`config.mk`:
```
export PLATFORM = sky130hd
export DESIGN_NAME = hazard_scoreboard
export DESIGN_NICKNAME = d
export VERILOG_FILES = /design/src/rtl/hazard_pkg.sv /design/src/rtl/hazard_src_match.sv /design/src/rtl/hazard_scoreboard.sv
export SDC_FILE = /design/constraint.sdc
export NUM_CORES = 1
export LEC_CHECK = 0
export ABC_AREA = 1
export ABC_CLOCK_PERIOD_IN_PS = 1590
export BUFFER_PORTS_ARGS = -buffer_cell sky130_fd_sc_hd__buf_2
export CAP_MARGIN = 25
export CORE_ASPECT_RATIO = 0.6
export CORE_MARGIN = 5
export CORE_UTILIZATION = 49
export CTS_CLUSTER_SIZE = 12
export DETAILED_ROUTE_END_ITERATION = 10
export PLACE_DENSITY = 0.73
export SLEW_MARGIN = 20
export SYNTH_ARGS = -nofsm -noshare
export SYNTH_HDL_FRONTEND = slang
export SYNTH_SLANG_ARGS = --single-unit
```
`constraint.sdc`:
```
create_clock -name clk -period 1.59 [get_ports clk]
set_input_delay 0.0795 -clock clk [delete_from_list [all_inputs] [get_ports clk]]
set_output_delay 0.0795 -clock clk [all_outputs]
set_load 0.02 [all_outputs]
```
`src/rtl/hazard_pkg.sv`:
```
// Shared types and helpers for the ID-stage hazard scoreboard.
// Holds the shadow-entry control bundle and configuration checks.
package hazard_pkg;

    // Forwarding select meaning "read the register file"
    localparam logic [1:0] FWD_RF = 2'd0;

    // Countdown width; LOAD_LAT <= 3 keeps cnt <= 2
    localparam int CNT_BW = 2;

    // Control part of one in-flight producer entry
    typedef struct packed {
        logic              valid;
        logic              wreg;
        logic [CNT_BW-1:0] cnt;
    } entry_ctl_t;

    // Legal depth/latency combinations
    function automatic bit cfg_ok(input int fs, input int ll);
        return (fs >= 1) && (fs <= 3) && (ll >= 1) && (ll <= fs);
    endfunction

    // Countdown step that stops at zero
    function automatic logic [CNT_BW-1:0] sat_dec(
        input logic [CNT_BW-1:0] c
    );
        return (c == '0) ? '0 : c - 1'b1;
    endfunction

endpackage

```
`src/rtl/hazard_src_match.sv`:
```
// Priority match of one ID source against all shadow entries.
// Youngest matching producer decides forward-or-stall.
module hazard_src_match
    import hazard_pkg::*;
#(
    parameter int REG_AW     = 5,
    parameter int FWD_STAGES = 2
) (
    input  logic [REG_AW-1:0]            rs_i,
    input  logic                         used_i,
    input  logic [FWD_STAGES-1:0]        ent_vw_i,
    input  logic [FWD_STAGES-1:0]        ent_busy_i,
    input  logic [FWD_STAGES*REG_AW-1:0] ent_rd_i,
    output logic [1:0]                   fwd_sel_o,
    output logic                         stall_req_o
);

    logic [FWD_STAGES-1:0] hit;

    // Per-stage match; r0 is never a real dependency
    always_comb begin
        hit = '0;
        for (int k = 0; k < FWD_STAGES; k++) begin
            hit[k] = ent_vw_i[k] & used_i & (|rs_i)
                   & (rs_i == ent_rd_i[k*REG_AW +: REG_AW]);
        end
    end

    // Scan oldest to youngest so the youngest hit overrides
    always_comb begin
        fwd_sel_o   = FWD_RF;
        stall_req_o = 1'b0;
        for (int k = FWD_STAGES - 1; k >= 0; k--) begin
            if (hit[k]) begin
                if (ent_busy_i[k]) begin
                    fwd_sel_o   = FWD_RF;
                    stall_req_o = 1'b1;
                end else begin
                    fwd_sel_o   = 2'(k + 1);
                    stall_req_o = 1'b0;
                end
            end
        end
    end

endmodule

```
`src/rtl/hazard_scoreboard.sv`:
```
// ID-stage hazard scoreboard: shadow pipeline of in-flight writes,
// per-source forwarding selects, load-use stall and stall counter.
module hazard_scoreboard
    import hazard_pkg::*;
#(
    parameter int REG_AW     = 5,
    parameter int NUM_SRC    = 2,
    parameter int FWD_STAGES = 2,
    parameter int LOAD_LAT   = 2,
    parameter int CNT_W      = 16
) (
    input  logic                      clk,
    input  logic                      rst,
    input  logic                      id_valid,
    input  logic [NUM_SRC*REG_AW-1:0] id_rs,
    input  logic [NUM_SRC-1:0]        id_rs_used,
    input  logic [REG_AW-1:0]         id_rd,
    input  logic                      id_wreg,
    input  logic                      id_is_load,
    input  logic                      flush,
    output logic                      stall,
    output logic [NUM_SRC*2-1:0]      fwd_sel,
    output logic [CNT_W-1:0]          stall_cnt
);

    if (!cfg_ok(FWD_STAGES, LOAD_LAT) || NUM_SRC < 1) begin : g_cfg_err
        $error("hazard_scoreboard: need 1 <= LOAD_LAT <= FWD_STAGES <= 3");
    end

    localparam logic [CNT_BW-1:0] LOAD_CNT = CNT_BW'(LOAD_LAT - 1);
    localparam logic [CNT_W-1:0]  CNT_MAX  = '1;

    entry_ctl_t              ent_q [FWD_STAGES];
    entry_ctl_t              ent_d [FWD_STAGES];
    logic [REG_AW-1:0]       rd_q  [FWD_STAGES];
    logic [REG_AW-1:0]       rd_d  [FWD_STAGES];

    logic [FWD_STAGES-1:0]        ent_vw;
    logic [FWD_STAGES-1:0]        ent_busy;
    logic [FWD_STAGES*REG_AW-1:0] ent_rd;
    logic [NUM_SRC-1:0]           stall_req;
    logic                         issue;
    logic [CNT_W-1:0]             stall_cnt_q;
    logic [CNT_W-1:0]             stall_cnt_d;

    // Flatten entries into the view each source matcher needs
    always_comb begin
        ent_vw   = '0;
        ent_busy = '0;
        ent_rd   = '0;
        for (int k = 0; k < FWD_STAGES; k++) begin
            ent_vw[k]   = ent_q[k].valid & ent_q[k].wreg;
            ent_busy[k] = |ent_q[k].cnt;
            ent_rd[k*REG_AW +: REG_AW] = rd_q[k];
        end
    end

    for (genvar s = 0; s < NUM_SRC; s++) begin : g_src
        hazard_src_match #(
            .REG_AW     (REG_AW),
            .FWD_STAGES (FWD_STAGES)
        ) u_match (
            .rs_i        (id_rs[s*REG_AW +: REG_AW]),
            .used_i      (id_rs_used[s]),
            .ent_vw_i    (ent_vw),
            .ent_busy_i  (ent_busy),
            .ent_rd_i    (ent_rd),
            .fwd_sel_o   (fwd_sel[s*2 +: 2]),
            .stall_req_o (stall_req[s])
        );
    end

    // A flushed ID slot can neither stall nor issue
    always_comb begin
        stall = id_valid & ~flush & (|stall_req);
        issue = id_valid & ~stall & ~flush;
    end

    // Next shadow state: new entry or bubble at stage 0, others shift
    always_comb begin
        ent_d[0].valid = issue;
        ent_d[0].wreg  = id_wreg;
        ent_d[0].cnt   = id_is_load ? LOAD_CNT : '0;
        rd_d[0]        = id_rd;
        for (int k = 1; k < FWD_STAGES; k++) begin
            ent_d[k]     = ent_q[k-1];
            ent_d[k].cnt = sat_dec(ent_q[k-1].cnt);
            rd_d[k]      = rd_q[k-1];
        end
    end

    // Shadow pipeline registers
    always_ff @(posedge clk) begin
        if (rst) begin
            for (int k = 0; k < FWD_STAGES; k++) begin
                ent_q[k] <= '0;
                rd_q[k]  <= '0;
            end
        end else begin
            for (int k = 0; k < FWD_STAGES; k++) begin
                ent_q[k] <= ent_d[k];
                rd_q[k]  <= rd_d[k];
            end
        end
    end

    // Saturating stall count
    always_comb begin
        stall_cnt_d = stall_cnt_q;
        if (stall && stall_cnt_q != CNT_MAX) begin
            stall_cnt_d = stall_cnt_q + 1'b1;
        end
    end

    // Stall counter register
    always_ff @(posedge clk) begin
        if (rst) begin
            stall_cnt_q <= '0;
        end else begin
            stall_cnt_q <= stall_cnt_d;
        end
    end

    assign stall_cnt = stall_cnt_q;

endmodule
```
## Yosys cells after proc, flatten, opt, wreduce, memory -nomap -nowiden

Memory sizes are Yosys's and may differ from the RTL's.
Cells that the tools add are included.

| cells by class | value |
|---|---|
| multiplexer cells | 21 |
| magnitude comparators | 0 |
| bitwise logic cells | 24 |
| $add $sub $neg | 2 |
| multiply operators | 0 |
| divide/modulo/power cells | 0 |
| reductions and logical operators | 7 |
| equality and inequality tests | 5 |
| shift-type cells | 0 |

Operators with widths:

| operator | count |
|---|---|
| 5-bit equality test | 4 |
| 1-bit AND | 18 |
| 16-bit by 1-bit adder with 16-bit output, second input constant | 1 |
| 16-bit inequality test, second input constant | 1 |
| 2-bit two-way mux | 6 |
| 1-bit two-way mux | 11 |
| 5-bit two-way mux | 2 |
| 5-bit OR reduction | 2 |
| 4-bit two-way mux | 2 |
| 2-bit OR reduction | 3 |
| 1-bit bitwise OR | 4 |
| 2-bit logical NOT | 1 |
| 1-bit NOT | 2 |
| 2-bit by 1-bit subtractor with 2-bit output, second input constant | 1 |
| 1-bit logical AND | 1 |

| storage, ports and cells | value |
|---|---|
| output and inout port bits | 21 |
| RAM bits | 18 |
| bits in registers | 16 |
| bits in latches | 0 |
| memories kept | 2 |
| memory bits (read-only) | 0 |

Memories:

| memory | words | bits a word | read ports | clocked after Yosys merged registers in | write ports | RTL line | source |
|---|---|---|---|---|---|---|---|
| rd_q | 2 | 5 | 2 | 0 | 2 | hazard_scoreboard.sv:35 | `logic [REG_AW-1:0] rd_q [FWD_STAGES];` |
| ent_q | 2 | 4 | 2 | 0 | 2 | hazard_scoreboard.sv:33 | `entry_ctl_t ent_q [FWD_STAGES];` |

## Depth between registers and ports, before layout

Gate-level depths: netlist of the first run.
An unclocked memory read counts as a cell.

| depth | value |
|---|---|
| depth after elaboration | 13 |
| depth in mapped cells | 15 |
| gate-level depth less buffers | 14 |

## Modules after synthesis

From an unflattened synthesis of the first run, not the netlist that was laid out.

| unflattened totals | value |
|---|---|
| cells, all modules | 324 |
| area, all modules | 1979.4 um^2 |

By module, submodules not included:

| module | cells each | area an instance (um^2) | seq. area each (um^2) | times used |
|---|---|---|---|---|
| hazard_scoreboard | 198 | 1428.9 | 640.6 | 1 |
| hazard_src_match | 63 | 275.3 | 0.0 | 2 |

## Least setup slack after synthesis of the first run

Ideal clock, no wire load.

| timing | value |
|---|---|
| kind | flip-flop to flip-flop |
| from | register stall_cnt_q[0], in the netlist stall_cnt[0] |
| to | register stall_cnt_q[13], in the netlist stall_cnt[13] |
| path slack | -190 ps |
| clock period less this slack | 1780 ps |
| arrival time | 1670 ps |
| buffers on the path | 0 |
| cell stages (with the launch flop) | 11 |
| cell sequence | dfxtp_1 ha_1 nand2_1 nor3_1 nand3_1 inv_1 nor2_1 nand3_2 nand2_1 inv_1 nor2_1 |

| between the ends | value |
|---|---|
| cells in the longest elaborated chain, start to end | 2 |
| elaborated cells on any way between the ends | 3 |
| classes of those cells | add/sub: 1; eq/ne: 1; reduce/logical: 1 |

Ends and longest elaborated chain:

| element | RTL line | source |
|---|---|---|
| from (decl) | hazard_scoreboard.sv:43 | `logic [CNT_W-1:0] stall_cnt_q;` |
| from (signal assigned) | hazard_scoreboard.sv:120 | `stall_cnt_q <= stall_cnt_d;` |
| parallel branches: the longest is 2 deep, another holds 16-bit by 1-bit adder with 16-bit output | -- |  |

Parallel ways; which one is timed is not known.
A chain may end at the register's enable or synchronous reset.

==> summary.md, run 1 <==
| Metric | Value |
|---|---|
| Area share of the largest cell type after synthesis | `30.8%` |
| Die area | `0.00568 mm^2` |
| Final period util | `112%` |
| Max Clock Skew | `0.0119 ns` |
| Seq/Total Area, Yosys | `30.8%` |
| Placed cell area | `0.00254 mm^2` |
| Hold Path Class | `primary input to flip-flop` |
| Multi-input gate area | `0.00123 mm^2` |
| Vias | `2414` |
| Routability Congestion | `0.883` |
| Residual DRC count | `0` |
| Synth warn | `0` |
| DRT iter0 DRCs | `213` |
| Tmin final | `1.78 ns` |
| Fmax | `0.560 GHz` |
| Pwr dens | `588 mW/mm^2` |
| Top-level I/O count | `44` |
| Drt total wl | `6390 um` |
| # nets final | `442` |
| Async S/R FF share, synth | `0%` |
| FILL cells | `316` |
| Startpoint types | `flip-flop` |
| Starting density of the core | `50.7%` |
| Total CTS buffers | `5` |
| RSZ-0062 raised after global routing | `yes` |
| Setup crit end kind | `flip-flop` |
| Vias per cell | `5.05` |
| Mapped Cells | `333` |
| Post-Syn Area per Cell | `6.24 um^2` |
| Cell taking the most area after synthesis | `dfxtp_1` |
| Vias in the first global route | `2075` |
| Area Growth Syn to Fin | `45.3%` |
| Violated checks | `setup timing` |
| Synth cell types | `28` |
| IO Port Bufs | `43` |
| Die Width | `94.1 um` |
| Top cells by area, synth | `dfxtp_1 31%, nand2_1 15%, inv_1 13%, nor2_1 10%, nand3_2 6.3%` |
| Final Setup Violations | `21` |
| Post-route setup slack | `-0.194 ns` |
| Crit path max fanout | `8` |
| Crit path DAT | `1.97 ns` |
| First-pass GRT wire length | `9570 um` |
| CTS tree | `done` |
| Dominant synthesized flop cell | `dfxtp_1` |
| Post-route cell area | `0.00302 mm^2` |
| Final Max Slew Viols | `0` |
| Core ar. | `0.00410 mm^2` |
| CP most frequent cell | `nand2_2` |
| Pin count of the biggest net entering global routing | `32` |
| CTS max path bufs | `2` |
| Initial antenna violation count | `0` |
| Die Ht | `60.4 um` |
| Worst-path clk slew | `0.06 ns` |
| Root Buffer | `clkbuf_8` |
| # diodes | `0` |
| Top cells by count, synth | `85 x nand2_1, 70 x inv_1, 57 x nor2_1` |
| Worst skew pair latency | `0.29 ns` |
| Hold Fails Final Rpt | `0` |
| H-Tree Depth | `2` |
| Drt pass-1 iters | `5` |
| Crit path largest cell delay | `0.36 ns` |
| Number of synthesized register bits | `32` |
| Max-cap violations | `0` |
| Register Area | `668 um^2` |
| Gr ovfl total | `0` |
| Most common cell in the synthesized netlist | `nand2_1` |
| Wire per inst | `13.4 um` |
| Cells along the critical path | `inv_4, nand2_2, nand4_1, nor2_2, nand2_2, nand2_2, nand2_2, nand2_4, buf_12, clkbuf_16, nand4_1, nand2_1, nor2_1` |
| Rows | `18` |
| Share of cells above drive strength 1 | `38.3%` |
| Antenna-violating nets left | `0` |
| Post-synth EDFFs | `0` |
| Hpwl dp | `4190 um` |
| Cell Area, Synth | `0.00208 mm^2` |
| Total power | `1.77 mW` |
| Max-slew headroom | `64.3%` |
| Worst slew pin tran | `0.535 ns` |
| Critical path class | `flip-flop to flip-flop` |
| Syn nets | `357` |
| LEAKAGE | `1.46 nW` |
| Outcome | `complete, but fails checks` |
| Required time worst endpoint | `1.77 ns` |
| Slowest CP cell | `dfxtp_4` |
| Total track usage | `21.9%` |
| Worst vdd ir | `0.000438 V` |
| Clock sinks | `32` |
## placed cells by master, fill, tap and decap left out, types with 3 or more instances in the layout
master | synthesis | final
dlygate4sd3_1 | 0 | 7
nor2_1 | 57 | 50
inv_2 | 1 | 5
xnor2_1 | 11 | 10
nand2_2 | 2 | 17
buf_2 | 0 | 39
dfxtp_4 | 0 | 5
nor3_2 | 0 | 3
buf_4 | 1 | 29
buf_6 | 2 | 6
nand4_1 | 19 | 19
nand3_2 | 13 | 16
clkbuf_8 | 0 | 7
inv_1 | 70 | 64
nor2_2 | 4 | 11
dfxtp_2 | 0 | 7
buf_12 | 1 | 4
nand2_1 | 85 | 70
nor3_1 | 8 | 4
dfxtp_1 | 32 | 20
nand3_1 | 10 | 7
## power by group
part	internal [mW]	total [mW]	switching, mW
combinational	0.107	0.243	0.136
clock	0.385	0.693	0.308
sequential	0.818	0.837	0.0189
total	1.31	1.77	0.463
## layout make-up
cell class,instances,area share [%]
Clock buffer,7,3.19
Multi-Input combinational cell,221,40.6
Timing Repair Buffer,87,22.6
Tap cell,60,2.49
Inverter,71,9.00
Sequential cell,32,22.1
## per-layer routing
metal / part of all wire (%) / routed length, um / global-route usage (%)
met5: 0 / 0 / 0
met3: 8.6 / 550 / 4.71
met2: 41 / 2650 / 31.2
met4: 2.6 / 163 / 7.20
met1: 47 / 3020 / 32.8
## worst paths after layout
| check | start | end | slack, ns | depth (start not counted) |
|---|---|---|---|---|
| worst min register to register | ent_q[0][3] | ent_q[0][7] | 0.42 | 2 |
| worst max register to register | rd_q[0][1] | stall_cnt[13] | -0.19 | 13 |
| worst max-delay path | rd_q[0][1] | stall_cnt[13] | -0.19 | 13 |
| worst min-delay path | id_rd[0] | rd_q[0][0] | 0.01 | 3 |
## worst max-delay path: cells and delay by family, from the launching register on
family | cells | cell delay [ns]
and+or+nand+nor | 10 | 0.98
DFF | 1 | 0.36
buffers and inverters | 3 | 0.34
## repair_timing
| item | 4_1_cts | 5_1_grt |
|---|---|---|
| resized for setup | 31 | 34 |
| endpoints found under the setup margin | 20 | 21 |
| hold endpoints to repair | 7 | 0 |
| hold buffers | 7 | 0 |
| cloned | 0 | 2 |
| pin swaps | 15 | 21 |
| setup buffers | 5 | 4 |
## flip-flops by register name, indices dropped and copies added (netlist names)
register,flops
stall_cnt,16
rd_q,10
ent_q,6
## per-stage QoR
stage               TNS (ns)  hold slack [ns]  worst slack [ns]  utilization, %  instances
floorplan                  0            0.152            0.0133               -        333
global placement      -0.379            0.277           -0.0565            62.0        453
detailed placement     -1.18            0.285            -0.105            62.0        453
CTS                   -0.801          0.00917            -0.106            69.4        472
global route           -4.87           0.0164            -0.283            73.6        478
finish                 -2.69           0.0146            -0.194            73.6        478
## logic make-up (layout without fill, tap and decap cells)
logic type               Yosys count  in the layout  share of synthesized area (%)
flip-flops                        32             32                           30.8
AND/OR/NAND/NOR                  203            203                           45.8
other                              1              1                          0.181
buffers and inverters             80            165                           16.3
AO/OA/AOI/OAI                      5              5                           1.57
XOR/XNOR                          11             11                           4.64
adder cells (fa/ha/maj)            1              1                          0.602
Note: power is estimated with default switching activity, not from simulation.
==> run 2, diff against run 1 <==
HOLD_SLACK_MARGIN = 0.1   (was default)
==> summary.md, run 2 (synthesis results as in run 1) <==
| Metric | Value |
|---|---|
| Max-slew headroom | `63.4%` |
| Required time worst endpoint | `1.77 ns` |
| Final period util | `112%` |
| RSZ-0062 raised after global routing | `yes` |
| Pwr dens | `585 mW/mm^2` |
| Hpwl dp | `4190 um` |
| R2r worst-path depth | `15` |
| Area Growth Syn to Fin | `46.3%` |
| Total CTS buffers | `5` |
| Most common cell after layout, fill and taps aside | `nand2_1` |
| Worst slew pin tran | `0.549 ns` |
| Clock power frac | `39.0%` |
| LEAKAGE | `1.47 nW` |
| Critical Path Source | `rd_q[0][1]` |
| Worst R2R End | `stall_cnt[13]` |
| DRT iter0 DRCs | `227` |
| CTS tree | `done` |
| Vias | `2415` |
| WHS Path Cells | `2` |
| Top-level I/O count | `44` |
| Rows | `18` |
| FILL cells | `309` |
| Commonest non-fill, non-tap cells in the layout | `70 x nand2_1, 64 x inv_1, 50 x nor2_1` |
| Total track usage | `22.1%` |
| Root Buffer | `clkbuf_8` |
| Worst-path clk slew | `0.07 ns` |
| Vias in the first global route | `2093` |
| Outcome | `complete, but fails checks` |
| Pre-CTS WS | `-0.105 ns` |
| # diodes | `0` |
| Logic pwr share | `13.9%` |
| H-Tree Depth | `2` |
| Hold Fails Final Rpt | `0` |
| Sequential power share | `47.1%` |
| Worst skew pair latency | `0.29 ns` |
| Core ar. | `0.00410 mm^2` |
| Critical path class | `flip-flop to flip-flop` |
| R2R Path Start | `rd_q[0][1]` |
| Starting density of the core | `50.7%` |
| Gr ovfl total | `0` |
| Sw frac | `26.1%` |
| Share of cells above drive strength 1 | `38.1%` |
| Startpoint types | `flip-flop` |
| Die Width | `94.1 um` |
| Max-cap violations | `0` |
| First-pass GRT wire length | `9660 um` |
| Violated checks | `setup timing` |
| Max reg flops | `16` |
| Internal power | `1.31 mW` |
| Residual DRC count | `0` |
| Tmin final | `1.78 ns` |
| Sw power | `464 uW` |
| IO Port Bufs | `43` |
| Setup crit end kind | `flip-flop` |
| Initial antenna violation count | `0` |
| CTS max path bufs | `2` |
| Hold Path Class | `primary input to flip-flop` |
| Die Ht | `60.4 um` |
| # nets final | `444` |
| Drt pass-1 iters | `5` |
| Drt total wl | `6460 um` |
| Die area | `0.00568 mm^2` |
| Pin count of the biggest net entering global routing | `32` |
| Antenna-violating nets left | `0` |
| Crit path max fanout | `8` |
| Routability Congestion | `0.883` |
| Max Clock Skew | `0.0120 ns` |
| Fmax | `0.561 GHz` |
| Wire per inst | `13.4 um` |
| Final Setup Violations | `21` |
| Worst vdd ir | `0.000467 V` |
| R2r setup slk | `-0.19 ns` |
| Post-route setup slack | `-0.194 ns` |
| Crit path DAT | `1.97 ns` |
| Final Max Slew Viols | `0` |
| Total power | `1.78 mW` |
| Critical Path Sink | `stall_cnt[13]` |
| Vias per cell | `5.03` |
| Clock sinks | `32` |
## run 2: cell types whose count changed in the layout (fill, tap and decap cells not counted), sizes merged
cell,change
dlygate4sd3,+2
## run 2: worst max-delay path, cell delays in order, from the launching register on
cell       delay (ns)
dfxtp_4          0.36
inv_4            0.05
nand2_2          0.08
nand2_2          0.09
inv_1            0.06
nand2_1          0.05
nor2_2           0.12
nand2_2          0.08
nand2_2          0.08
nand3_2          0.08
nand2_4          0.09
buf_12           0.15
clkbuf_16        0.15
nand4_1          0.09
nand2_1          0.09
nor2_1           0.06
## run 2: how the worst min path moves through the flow
stage	end	start	slack [ns]
after detailed placement	ent_q[0][3]	flush	0.28
final	ent_q[0][7]	rst	0.17
after global placement	ent_q[0][3]	flush	0.28
after CTS	ent_q[0][7]	rst	0.15
after global routing	ent_q[0][0]	rst	0.19
after floorplan	ent_q[0][3]	flush	0.15
## run 2: through the flow
step / area [um^2] / instances / utilization (%) / setup TNS (ns) / hold WS [ns]
after global routing: 3040 / 480 / 74.1 / -4.87 / 0.186
after CTS: 2870 / 474 / 69.9 / -0.801 / 0.150
after detailed placement: 2540 / 453 / 62.0 / -1.18 / 0.285
final: 3040 / 480 / 74.1 / -2.74 / 0.166
after floorplan: 2090 / 333 / - / 0 / 0.152
after global placement: 2540 / 453 / 62.0 / -0.379 / 0.277
## run 2: final cells by class
class | count | area (um^2) | area share [%]
multi-input combinational | 221 | 1230 | 40.4
inverter | 71 | 272 | 8.94
timing repair buffer | 89 | 701 | 23.1
clock buffer | 7 | 96.3 | 3.17
tap | 60 | 75.1 | 2.47
sequential | 32 | 668 | 22.0
## run 2: timing repair
action	in CTS	in global routing
hold endpoints to repair	8	0
pin swaps	15	21
setup buffers	5	4
setup endpoints to repair	20	21
gates cloned	0	2
gates resized for setup	31	34
hold buffers	9	0
## run 2: per-layer routing
metal	wire length, um	GRT usage [%]
met1	3140	33.1
met4	112	7.20
met2	2700	31.6
met5	0	0
met3	503	4.71
## run 2: power by group through the flow
stage | Sequential, mW | Combinational [mW] | Clock, mW
after floorplan | 0.849 | 0.119 | 0
after global placement | 0.853 | 0.185 | 0
after detailed placement | 0.853 | 0.188 | 0
after CTS | 0.838 | 0.221 | 0.707
after global routing | 0.839 | 0.273 | 0.724
final | 0.837 | 0.248 | 0.693
==> run 3, diff against run 2 <==
ABC_AREA = default   (was 1)
CORE_UTILIZATION = 47   (was 49)
PLACE_DENSITY = 0.72   (was 0.73)
==> summary.md, run 3 <==
| Metric | Value |
|---|---|
| Outcome | `complete, but fails checks` |
| Violated checks | `setup timing` |
| Dominant synthesized flop cell | `dfxtp_1` |
| Worst slew pin tran | `0.646 ns` |
| Syn nets | `207` |
| Post-route setup slack | `-0.745 ns` |
| Multi-input gate area | `0.00127 mm^2` |
| Max-slew headroom | `56.9%` |
| Area share of the largest cell type after synthesis | `39.2%` |
| Drt total wl | `7630 um` |
| Starting density of the core | `49.5%` |
| Seq/Total Area, Yosys | `39.2%` |
| Fmax | `0.428 GHz` |
| Top cells by count, synth | `32 x dfxtp_1, 18 x xnor2_1, 14 x a21oi_1, 14 x nor2b_1, 11 x nand2_1` |
| CP most frequent cell | `buf_4` |
| Most common cell in the synthesized netlist | `dfxtp_1` |
| Vias in the first global route | `1931` |
| RSZ-0062 raised after global routing | `yes` |
| WHS Path Cells | `4` |
| Critical path class | `flip-flop to flip-flop` |
| Drt pass-1 iters | `5` |
| Rows | `16` |
| Die Width | `86.1 um` |
| Cells along the critical path | `xnor2_2, nand4_1, buf_4, nor3_4, o211ai_1, buf_4, o21a_4, or3b_1, a21oi_1` |
| Clock sinks | `32` |
| Total track usage | `27.6%` |
| Delay-heaviest family, CP | `simple AND/OR/NAND/NOR gates` |
| Slowest CP cell | `dfxtp_4` |
| Antenna-violating nets left | `0` |
| Gr ovfl total | `0` |
| Most common cell after layout, fill and taps aside | `buf_4` |
| Share of cells above drive strength 1 | `59.9%` |
| Top-level I/O count | `44` |
| Async S/R FF share, synth | `0%` |
| Cell taking the most area after synthesis | `dfxtp_1` |
| CTS tree | `done` |
| Synth cell types | `42` |
| Die area | `0.00479 mm^2` |
| Register Area | `679 um^2` |
| LEAKAGE | `1.17 nW` |
| Area Growth Syn to Fin | `78.5%` |
| Crit path max fanout | `5` |
| Required time worst endpoint | `1.79 ns` |
| Max reg flops | `16` |
| Final Setup Violations | `22` |
| Die Ht | `55.7 um` |
| Hold Path Class | `primary input to flip-flop` |
| Pin count of the biggest net entering global routing | `32` |
| Bufs and invs on worst path | `2` |
| Vias | `2115` |
| Vias per cell | `6.24` |
| DRT iter0 DRCs | `288` |
| Total CTS buffers | `5` |
| Worst R2R End | `stall_cnt[15]` |
| Worst-path clk slew | `0.07 ns` |
| Final Max Slew Viols | `0` |
| R2r worst-path depth | `9` |
| Number of synthesized register bits | `32` |
| TNS Setup | `-12.08 ns` |
| HP Start | `flush` |
| FILL cells | `155` |
| Worst vdd ir | `0.000747 V` |
| Core ar. | `0.00330 mm^2` |
| First-pass GRT wire length | `10100 um` |
| Final period util | `147%` |
| Synth warn | `0` |
| Worst skew pair latency | `0.29 ns` |
| IO Port Bufs | `43` |
| Crit path largest cell delay | `0.38 ns` |
| Crit path DAT | `2.54 ns` |
| Routability Congestion | `0.859` |
| Min-Delay Endpoint | `ent_q[0][3]` |
| # diodes | `0` |
| Wire per inst | `22.5 um` |
| Tmin final | `2.34 ns` |
| Initial antenna violation count | `0` |
| Hold Fails Final Rpt | `0` |
| Mapped Cells | `183` |
| Hpwl dp | `3570 um` |
| Cell Area, Synth | `0.00163 mm^2` |
| Max-cap violations | `0` |
| Residual DRC count | `0` |
| Root Buffer | `clkbuf_8` |
| Total power | `1.86 mW` |
| Commonest non-fill, non-tap cells in the layout | `43 x buf_4, 38 x buf_2, 18 x buf_6` |
| Startpoint types | `flip-flop` |
| # nets final | `317` |
| Post-Syn Area per Cell | `8.93 um^2` |
| Top cells by area, synth | `dfxtp_1 39%, xnor2_1 9.6%, nor2b_1 5.4%, a21oi_1 4.3%, nand3_1 3.1%` |
| Max Clock Skew | `0.00906 ns` |
| CTS max path bufs | `2` |
| Setup crit end kind | `flip-flop` |
| R2r setup slk | `-0.75 ns` |
| R2R Path Start | `rd_q[0][2]` |
| H-Tree Depth | `2` |
| Post-synth EDFFs | `0` |
| Pwr dens | `639 mW/mm^2` |
## run 3: stage by stage
step | cells | hold slack (ns) | util (%) | setup WS (ns) | instance area [um^2]
floorplan | 183 | 0.151 | - | -0.344 | 1710
global placement | 312 | 0.287 | 69.3 | -0.490 | 2290
detailed placement | 312 | 0.292 | 69.3 | -0.536 | 2290
CTS | 336 | 0.239 | 82.6 | -0.529 | 2730
global route | 339 | 0.267 | 88.3 | -0.763 | 2920
finish | 339 | 0.251 | 88.3 | -0.745 | 2920
## run 3: how the worst max path moves through the flow
| stage | from | end | slack, ns | cells after the start |
|---|---|---|---|---|
| 3_3_place_gp | id_rs[7] | stall_cnt[12] | -0.49 | 8 |
| 2_1_floorplan | rd_q[0][4] | stall_cnt[1] | -0.34 | 9 |
| 3_5_place_dp | id_rs[1] | stall_cnt[1] | -0.54 | 10 |
| 5_1_grt | rd_q[0][2] | stall_cnt[15] | -0.76 | 9 |
| 6_report | rd_q[0][2] | stall_cnt[15] | -0.75 | 9 |
| 4_1_cts | rd_q[0][0] | stall | -0.53 | 8 |
## run 3: layout make-up
cell class,instances,area share [%]
clock buffers,6,2.49
clock inverters,2,1.20
inverters,5,0.644
multi-input cells,143,43.5
flip-flops and latches,32,23.3
well taps,45,1.93
repair buffers,106,26.9
## run 3: logic make-up after synthesis
logic type / after synthesis / synth area share [%]
other cells: 1 / 0.229
mux: 1 / 0.613
flops: 32 / 39.2
buf+inv: 11 / 3.67
simple gates: 80 / 29.6
fa+ha+maj: 1 / 0.766
compound gates: 36 / 14.7
xor+xnor: 21 / 11.3
## run 3: power by group
| part | leakage [nW] | switching, mW | internal (mW) |
|---|---|---|---|
| Sequential | 0.270 | 0.0284 | 0.812 |
| Combinational | 0.847 | 0.106 | 0.123 |
| Clock | 0.0552 | 0.329 | 0.465 |
## run 3: routing by layer
layer	part of all wire, %	global-route usage, %	vias up	wire, um
li1	-	-	886	-
met1	38	36.3	976	2910
met2	43	38.6	199	3280
met3	13	9.91	54	982
met4	5.9	15.1	0	450
met5	0	0	-	0
## run 3: worst min-delay path, delay by kind of cell
kind / cells / cell delay [ns]
and+or+nand+nor: 2 / 0.17
buffers and inverters: 2 / 0.25
## run 3: what timing repair did
action                                  in CTS  in global routing
gates cloned                                 3                  0
setup buffers                                6                  5
resized for setup                           48                 33
endpoints found under the setup margin      22                 22
hold buffers                                 7                  0
pin swaps                                   25                 13
hold endpoints to repair                     7                  0
